[src/rtl/exu_div_pkg.sv]
// Shared types and constants for the iterative RV32M divider.
// Provides the default operand width when REG_DATA_WIDTH is not set by the build.
`ifndef REG_DATA_WIDTH
`define REG_DATA_WIDTH 32
`endif

package exu_div_pkg;

  typedef enum logic [1:0] {
    IDLE = 2'd0,
    CALC = 2'd1,
    DONE = 2'd2
  } div_state_e;

  localparam int DIV_OP_DIV  = 0;
  localparam int DIV_OP_DIVU = 1;
  localparam int DIV_OP_REM  = 2;
  localparam int DIV_OP_REMU = 3;

  localparam int DIV_ITER = `REG_DATA_WIDTH;

endpackage

[src/rtl/exu_div.sv]
// Restoring divider for DIV/DIVU/REM/REMU: one quotient bit per cycle on magnitudes, then sign fixup.
// Optional DIV_EARLY_OUT_EN skips iteration for a zero divisor or a dividend smaller than the divisor.
`ifndef REG_DATA_WIDTH
`define REG_DATA_WIDTH 32
`endif

module exu_div
  import exu_div_pkg::*;
#(
  parameter int DATA_WIDTH = `REG_DATA_WIDTH
) (
  input  logic                  clk,
  input  logic                  rst_n,
  input  logic                  start_i,
  input  logic [DATA_WIDTH-1:0] dividend_i,
  input  logic [DATA_WIDTH-1:0] divisor_i,
  input  logic [3:0]            op_i,
  output logic [DATA_WIDTH-1:0] result_o,
  output logic                  busy_o,
  output logic                  valid_o
);

  //  state | meaning
  //  IDLE  | waiting for a start with a non-zero op
  //  CALC  | one restoring step per cycle
  //  DONE  | result presented with valid, still busy

  localparam int CW = $clog2(DATA_WIDTH);

  div_state_e            r_state;
  div_state_e            w_state_nxt;
  logic [DATA_WIDTH-1:0] r_rem;
  logic [DATA_WIDTH-1:0] r_quot;
  logic [DATA_WIDTH-1:0] r_dvsr;
  logic [DATA_WIDTH-1:0] r_result;
  logic [CW-1:0]         r_cnt;
  logic                  r_is_rem;
  logic                  r_neg_q;
  logic                  r_neg_r;

  logic                  w_sel_div;
  logic                  w_sel_divu;
  logic                  w_sel_rem;
  logic                  w_sel_remu;
  logic                  w_signed;
  logic                  w_is_rem;
  logic                  w_accept;
  logic                  w_a_neg;
  logic                  w_b_neg;
  logic                  w_b_zero;
  logic [DATA_WIDTH-1:0] w_a_mag;
  logic [DATA_WIDTH-1:0] w_b_mag;
  logic                  w_early;
  logic [DATA_WIDTH:0]   w_shift;
  logic [DATA_WIDTH-1:0] w_trial;
  logic                  w_ge;
  logic                  w_last;
  logic [DATA_WIDTH-1:0] w_fix;

  // Multi-hot ops resolve to the lowest set bit.
  assign w_sel_div  = op_i[DIV_OP_DIV];
  assign w_sel_divu = ~op_i[DIV_OP_DIV] & op_i[DIV_OP_DIVU];
  assign w_sel_rem  = ~op_i[DIV_OP_DIV] & ~op_i[DIV_OP_DIVU] & op_i[DIV_OP_REM];
  assign w_sel_remu = ~op_i[DIV_OP_DIV] & ~op_i[DIV_OP_DIVU] & ~op_i[DIV_OP_REM] & op_i[DIV_OP_REMU];
  assign w_signed   = w_sel_div | w_sel_rem;
  assign w_is_rem   = w_sel_rem | w_sel_remu;
  assign w_accept   = (r_state == IDLE) & start_i & (|op_i);

  assign w_a_neg  = w_signed & dividend_i[DATA_WIDTH-1];
  assign w_b_neg  = w_signed & divisor_i[DATA_WIDTH-1];
  assign w_b_zero = (divisor_i == '0);
  assign w_a_mag  = w_a_neg ? -dividend_i : dividend_i;
  assign w_b_mag  = w_b_neg ? -divisor_i : divisor_i;

`ifdef DIV_EARLY_OUT_EN
  assign w_early = w_b_zero | (w_a_mag < w_b_mag);
`else
  assign w_early = 1'b0;
`endif

  // Partial remainder stays below the divisor, so the W-bit difference is exact when taken.
  assign w_shift = {r_rem, r_quot[DATA_WIDTH-1]};
  assign w_ge    = (w_shift >= {1'b0, r_dvsr});
  assign w_trial = w_shift[DATA_WIDTH-1:0] - r_dvsr;
  assign w_last  = (r_cnt == CW'(DATA_WIDTH - 1));

  assign w_fix = r_is_rem ? (r_neg_r ? -r_rem : r_rem)
                          : (r_neg_q ? -r_quot : r_quot);

  always_ff @(posedge clk or negedge rst_n) begin
    if (!rst_n) r_state <= IDLE;
    else        r_state <= w_state_nxt;
  end

  always_comb begin
    w_state_nxt = r_state;
    case (r_state)
      IDLE:    if (w_accept) w_state_nxt = w_early ? DONE : CALC;
      CALC:    if (w_last) w_state_nxt = DONE;
      DONE:    w_state_nxt = IDLE;
      default: w_state_nxt = IDLE;
    endcase
  end

  always_ff @(posedge clk or negedge rst_n) begin
    if (!rst_n) begin
      r_rem    <= '0;
      r_quot   <= '0;
      r_dvsr   <= '0;
      r_result <= '0;
      r_cnt    <= '0;
      r_is_rem <= 1'b0;
      r_neg_q  <= 1'b0;
      r_neg_r  <= 1'b0;
    end else if (w_accept) begin
      r_is_rem <= w_is_rem;
      r_neg_q  <= (w_a_neg ^ w_b_neg) & ~w_b_zero;
      r_neg_r  <= w_a_neg;
      r_dvsr   <= w_b_mag;
      r_cnt    <= '0;
      r_rem    <= '0;
      r_quot   <= w_a_mag;
`ifdef DIV_EARLY_OUT_EN
      if (w_early) begin
        r_rem  <= w_a_mag;
        r_quot <= w_b_zero ? '1 : '0;
      end
`endif
    end else if (r_state == CALC) begin
      r_rem  <= w_ge ? w_trial : w_shift[DATA_WIDTH-1:0];
      r_quot <= {r_quot[DATA_WIDTH-2:0], w_ge};
      r_cnt  <= r_cnt + 1'b1;
    end else if (r_state == DONE) begin
      r_result <= w_fix;
    end
  end

  // Result is live during DONE and held afterwards.
  assign result_o = (r_state == DONE) ? w_fix : r_result;
  assign busy_o   = (r_state != IDLE);
  assign valid_o  = (r_state == DONE);

endmodule

[config.mk]
export PLATFORM = sky130hd
export DESIGN_NAME = exu_div
export DESIGN_NICKNAME = d
export VERILOG_FILES = /design/src/rtl/exu_div_pkg.sv /design/src/rtl/exu_div.sv
export SDC_FILE = /design/constraint.sdc
export NUM_CORES = 1
export LEC_CHECK = 0
export CORE_MARGIN = 4
export CORE_UTILIZATION = 45
export CTS_CLUSTER_DIAMETER = 120
export DETAILED_ROUTE_END_ITERATION = 10
export PLACE_DENSITY = 0.66
export SLEW_MARGIN = 30
export SYNTH_ARGS = -nofsm -noshare
export SYNTH_HDL_FRONTEND = slang
export SYNTH_SLANG_ARGS = --single-unit
[constraint.sdc]
create_clock -name clk -period 5.1 [get_ports clk]
set_clock_uncertainty 0.05 [all_clocks]
set_input_delay 1.02 -clock clk [delete_from_list [all_inputs] [get_ports clk]]
set_output_delay 1.02 -clock clk [all_outputs]
set_load 0.05 [all_outputs]
# == Word-level counts from Yosys, hierarchy flattened ==
# Cells that the tools add are included.
# op_classes
n_lt_le_gt_ge,1
n_reduce_logical,7
n_eq_ne,5
muxes,16
n_bitwise,18
n_addsub,6
# ops
cell,count
2-to-1 mux 32 bit,11
negation 32 bit,4
greater-or-equal comparator 33 x 32 -> 1 bit,1
zero test 32 bit,1
subtractor 32 bit,1
2-to-1 mux 5 bit,2
AND 1 bit,9
inverter 1 bit,6
"adder 5 x 1 -> 5 bit, second input constant",1
"== test 5 bit, second input constant",1
2-to-1 mux 2 bit,2
"inequality test 2 bit, second input constant",2
case mux 2 bit (2 select lines),1
AND reduction 2 bit,2
nonzero test 2 bit,2
OR reduction 4 bit,1
"== test 2 x 1 -> 1 bit, second input constant",1
"== test 2 bit, second input constant",1
zero test 2 bit,1
OR 1 bit,2
XOR 1 bit,1
# totals
wordCells,62
in_bits,71
register_bits,138

# == Logic depth before layout (Yosys ltp) ==
# depth
ltp_word,7
depth_mapped,13
ltp_nobuf,13

# == Worst setup path before layout ==
# No wires, ideal clock.
# synth_timing
path_type,register -> output
from,register r_rem[8]
to,output result_o[30]
arrival_ps,3756
path_stages_with_launch,9
setup_slack_ps,274
n_path_buf,0
required_ps,4030
path_cell_list,dfrtp_1 > or4_4 > or4_4 > or4_4 > or3_4 > o21ai_0 > xnor2_1 > nor2_1 > nor3_1
# synth_via
elab_chain_cells,4
# synth_rtl
item,line_no,rtl
start: declaration,exu_div.sv:32,logic [DATA_WIDTH-1:0] r_rem;
start signal: assignment,exu_div.sv:130,r_rem <= w_ge ? w_trial : w_shift[DATA_WIDTH-1:0];
negation 32 bit,exu_div.sv:87,assign w_fix = r_is_rem ? (r_neg_r ? -r_rem : r_rem)
2-to-1 mux 32 bit (2 in a row),exu_div.sv:87,
2-to-1 mux 32 bit,--,
end: declaration,exu_div.sv:18,"output logic [DATA_WIDTH-1:0] result_o,"
# Every way passes these cells.

# == Worst setup path after layout ==
# layout_timing
from,register r_rem[8]
to,output result_o[28]
# The elaborated chain is that of the path after synthesis.

==> impl_metrics.csv <==
group,metric,value,unit
power_and_ir_drop,comb_power_share,59.7,%
global_routing,overflow,0,
timing,finalMaxSlewViolations,0,
global_routing,grt.total_usage,21.80,%
timing,total_negative_slack_for_setup_checks,0,ps
worst_setup_path,worstSetupPathType,"flip-flop to output port",
place,placed_cell_area,0.01151,mm²
floorplan,boundaryPins,105,
worst_setup_path,cp_cell_sequence,"or4_4 -> or4_4 -> or4_4 -> or3_4 -> o41ai_2 -> xor2_1 -> nand2_1 -> o21ai_2 -> o21ai_1 -> buf_12",
worst_setup_path,worstSetupStartpoint,"r_rem[8]",
clocking,worst_setup_hold_path_clk_slew,60,ps
synthesis,synthesis.area,0.01017,mm²
global_routing,first_global_vias,8619,
worst_setup_path,reg2reg_from,"r_rem[17]",
timing,finalWorstPathRequiredPeriod,4967,ps
clocking,cts.repair_timing.setup_buffer_count,0,
clocking,cts_root_buffer,"clkbuf_16",
place,port_buffers,104,
synthesis,ys_seq_elements,138,
status,outcome,"finished clean",
cells_and_area,final_area,0.01215,mm²
power_and_ir_drop,power.net_switching,0.004248,W
clocking,cts-htree-levels,4,
synthesis,synth-async-reset-ratio,100.0,%
cells_and_area,final_cell_mix,"o21ai_0, nand2_1, dfrtp_1, clkdlybuf4s50_1, a21oi_1",
power_and_ir_drop,ir_worst_vdd,0.3638,mV
timing,timing.max_slew.rel_slack,40.72,%
power_and_ir_drop,intPower,0.004542,W
cells_and_area,num_antenna_cells,0,
timing,final.period_utilization,97.39,%
worst_setup_path,critical-path-top-delay-family,"simple AND/OR/NAND/NOR gates",
clocking,max-clock-path-buffers,2,
min_path,holdCritPathClass,"flip-flop to flip-flop",
worst_setup_path,worstPathMaxFanout,7,
route,drtIter0Drc,717,
route,routed-via-count,9291,
power_and_ir_drop,netSwitchingFraction,48.33,%
cells_and_area,layout_commonest_cell,"o21ai_0",
floorplan,rows,54,
worst_setup_path,rr_worst_depth,11,
timing,grt_setup_unrepaired,"no",
global_routing,grt_max_degree,77,
timing,setup_violations,0,
clocking,clock_insertion_delay_worst_skew,430,ps
power_and_ir_drop,totalPowerFinal,0.008789,W
floorplan,core_region_area,0.02203,mm²
synthesis,synthesis.nets,1375,
synthesis,syn_area_per_cell,8.036,µm²
clocking,cts.sinks,138,
route,route.antenna.remaining_nets,0,
timing,max_freq,0.2013,GHz
route,drt_pass1_iterations,5,
floorplan,chipWidth,158.3,µm
clocking,cts_hold_repair.buffers,0,
worst_setup_path,cp_num_cells,10,
worst_setup_path,critical_path.startpoint_type,"flip-flop",
floorplan,fp.dieArea,0.02506,mm²
place,gp_congestion,0.9216,
clocking,cts_tree,"done",
route,drt-vias-per-instance,5.697,
min_path,worstHoldPathCells,2,
cells_and_area,area.growth.synth_to_final,19.47,%
route,avgRoutedWirePerCell,16.77,µm
route,postRouteWirelength,27350,µm
power_and_ir_drop,power.sequential.fraction,25.4,%
power_and_ir_drop,total_leakage_power,5.080,nW
cells_and_area,fraction_of_layout_instances_using_a_drive_strength_above_1,6.810,%
worst_setup_path,worst-endpoint-required,4030,ps
synthesis,yosysWarnings,0,
synthesis,edff_count_synth,0,
timing,tightestPinTransition,879.9,ps
worst_setup_path,critPathArrivalTime,3900,ps
synthesis,post_synth_inst_count,1265,
clocking,cts_resized,0,
place,dp.final_hpwl,20700,µm
synthesis,post_synth_cell_types,64,
route,remaining_drc_errors,0,
floorplan,die_height,158.3,µm
min_path,timing.hold.worst.start,"r_result[15]",
synthesis,postSynth.topFlopCell,"dfrtp_1",
worst_setup_path,kind_of_capture_point_of_the_worst_setup_path,"output port",
worst_setup_path,cpPeakStageDelay,560,ps
flow_run,drv_cap,0,
cells_and_area,final_core_util,55.14,%
worst_setup_path,crit_buf_inv,1,
floorplan,initial_core_util,46.15,%
global_routing,number_of_antenna_violations_at_the_first_check_in_global_routing,0,
power_and_ir_drop,p_clk_share,14.9,%
power_and_ir_drop,powerDensity,723.7,mW/mm²
global_routing,grt_first_pass_wirelength,44230,µm
timing,timing_hold_violations_final,0,
clocking,numCtsBuffers,17,
worst_setup_path,critical_path.slowest_cell,"or4_4",
worst_setup_path,crit_top_cell,"or4_4",
cells_and_area,number_of_nets_at_the_end_of_the_flow,1448,
synthesis,synth.yosys.seq_area_share,33.97,%
[cells by family (layout without fill, tap and decap cells)]
kind of cell | Yosys count | in the layout | synth area share, %
AO/OA/AOI/OAI | 428 | 428 | 25.40
AND/OR/NAND/NOR | 374 | 374 | 17.13
XOR/XNOR | 146 | 146 | 12.58
flip-flops | 138 | 138 | 33.97
buffers and inverters | 126 | 212 | 4.665
adder cells (fa/ha/maj) | 39 | 39 | 4.874
multiplexers | 14 | 14 | 1.378
[Yosys cell counts (4+ instances only)]
library cell / n / area share (%)
a21oi_1: 83 / 4.1
nand3_1: 27 / 1.3
o21ai_0: 189 / 9.3
buf_1: 7 / 0.26
nor3_1: 27 / 1.3
nor2_1: 82 / 3.0
inv_1: 57 / 2.1
a31oi_1: 9 / 0.55
a32oi_1: 7 / 0.60
o21ai_1: 7 / 0.34
a22oi_1: 29 / 2.1
and3_1: 5 / 0.31
or4_4: 4 / 0.44
nand3b_1: 4 / 0.30
nand4_1: 7 / 0.43
a21o_1: 16 / 1.2
nand2b_1: 10 / 0.62
clkbuf_1: 61 / 2.3
xnor2_1: 77 / 6.6
o221ai_1: 15 / 1.3
nor2b_1: 8 / 0.49
and2_1: 5 / 0.31
a211oi_1: 4 / 0.30
or4_1: 7 / 0.52
nor4_1: 13 / 0.80
dfrtp_1: 138 / 34
o21bai_1: 4 / 0.30
mux2i_1: 14 / 1.4
or3_1: 7 / 0.43
xor2_1: 69 / 5.9
ha_1: 38 / 4.7
o41ai_1: 8 / 0.69
or2_2: 4 / 0.25
nand2_1: 154 / 5.7
o31ai_1: 33 / 2.4
[area by class of cell]
cell class | instances | area [µm²]
Fill cell | 2041 | 9881
Multi-Input combinational cell | 1001 | 6276
Sequential cell | 138 | 3455
Timing Repair Buffer | 123 | 1235
Clock buffer | 17 | 425.4
Tap cell | 280 | 350.3
Inverter | 57 | 214.0
Clock inverter | 15 | 190.2
[tightest hold or removal path, cell delays in order (launching register included)]
cell and delay [ps]:
dfrtp_1 320, nand2_1 50, o21ai_0 60
[registers in the layout (all words and copies together), names as in the netlist]
name / flops
r_state: 2
r_quot: 32
r_neg_q: 1
r_cnt: 5
r_is_rem: 1
r_rem: 32
r_result: 32
r_neg_r: 1
r_dvsr: 32
[through the flow]
step / setup WS (ps) / cells / hold WS, ps
2_1_floorplan: 273.8 / 1265 / 388.7
3_3_place_gp: 496.8 / 1599 / 400.7
3_5_place_dp: 495.0 / 1599 / 409.2
4_1_cts: 22.82 / 1631 / 423.3
5_1_grt: 6.050 / 1631 / 444.0
6_report: 133.0 / 1631 / 419.3
[power groups by stage]
stage	Sequential, W	Combinational, W	Clock, W
floorplan	0.00200	0.00405	0
global placement	0.00222	0.00514	0
detailed placement	0.00223	0.00521	0
CTS	0.00222	0.00524	0.00132
global route	0.00230	0.00588	0.00138
finish	0.00223	0.00525	0.00131
[layer usage]
layer  wire length [µm]  GRT usage, %  vias up
met5                  0             0        -
met4                336         5.605        0
met3               1124         3.153       26
met2              12800         35.26      208
met1              13090         30.84     4398
li1                   -             -     4659
[final timing paths]
kind	to	slack (ps)
worst max register to register	r_rem[7]	1440
worst min-delay path	r_result[15]	420
worst max-delay path	result_o[28]	130
max in group asynchronous	r_dvsr[30]	3440
worst min register to register	r_result[15]	420
min in group asynchronous	r_dvsr[5]	540
Power figures use the tool's default switching activity.
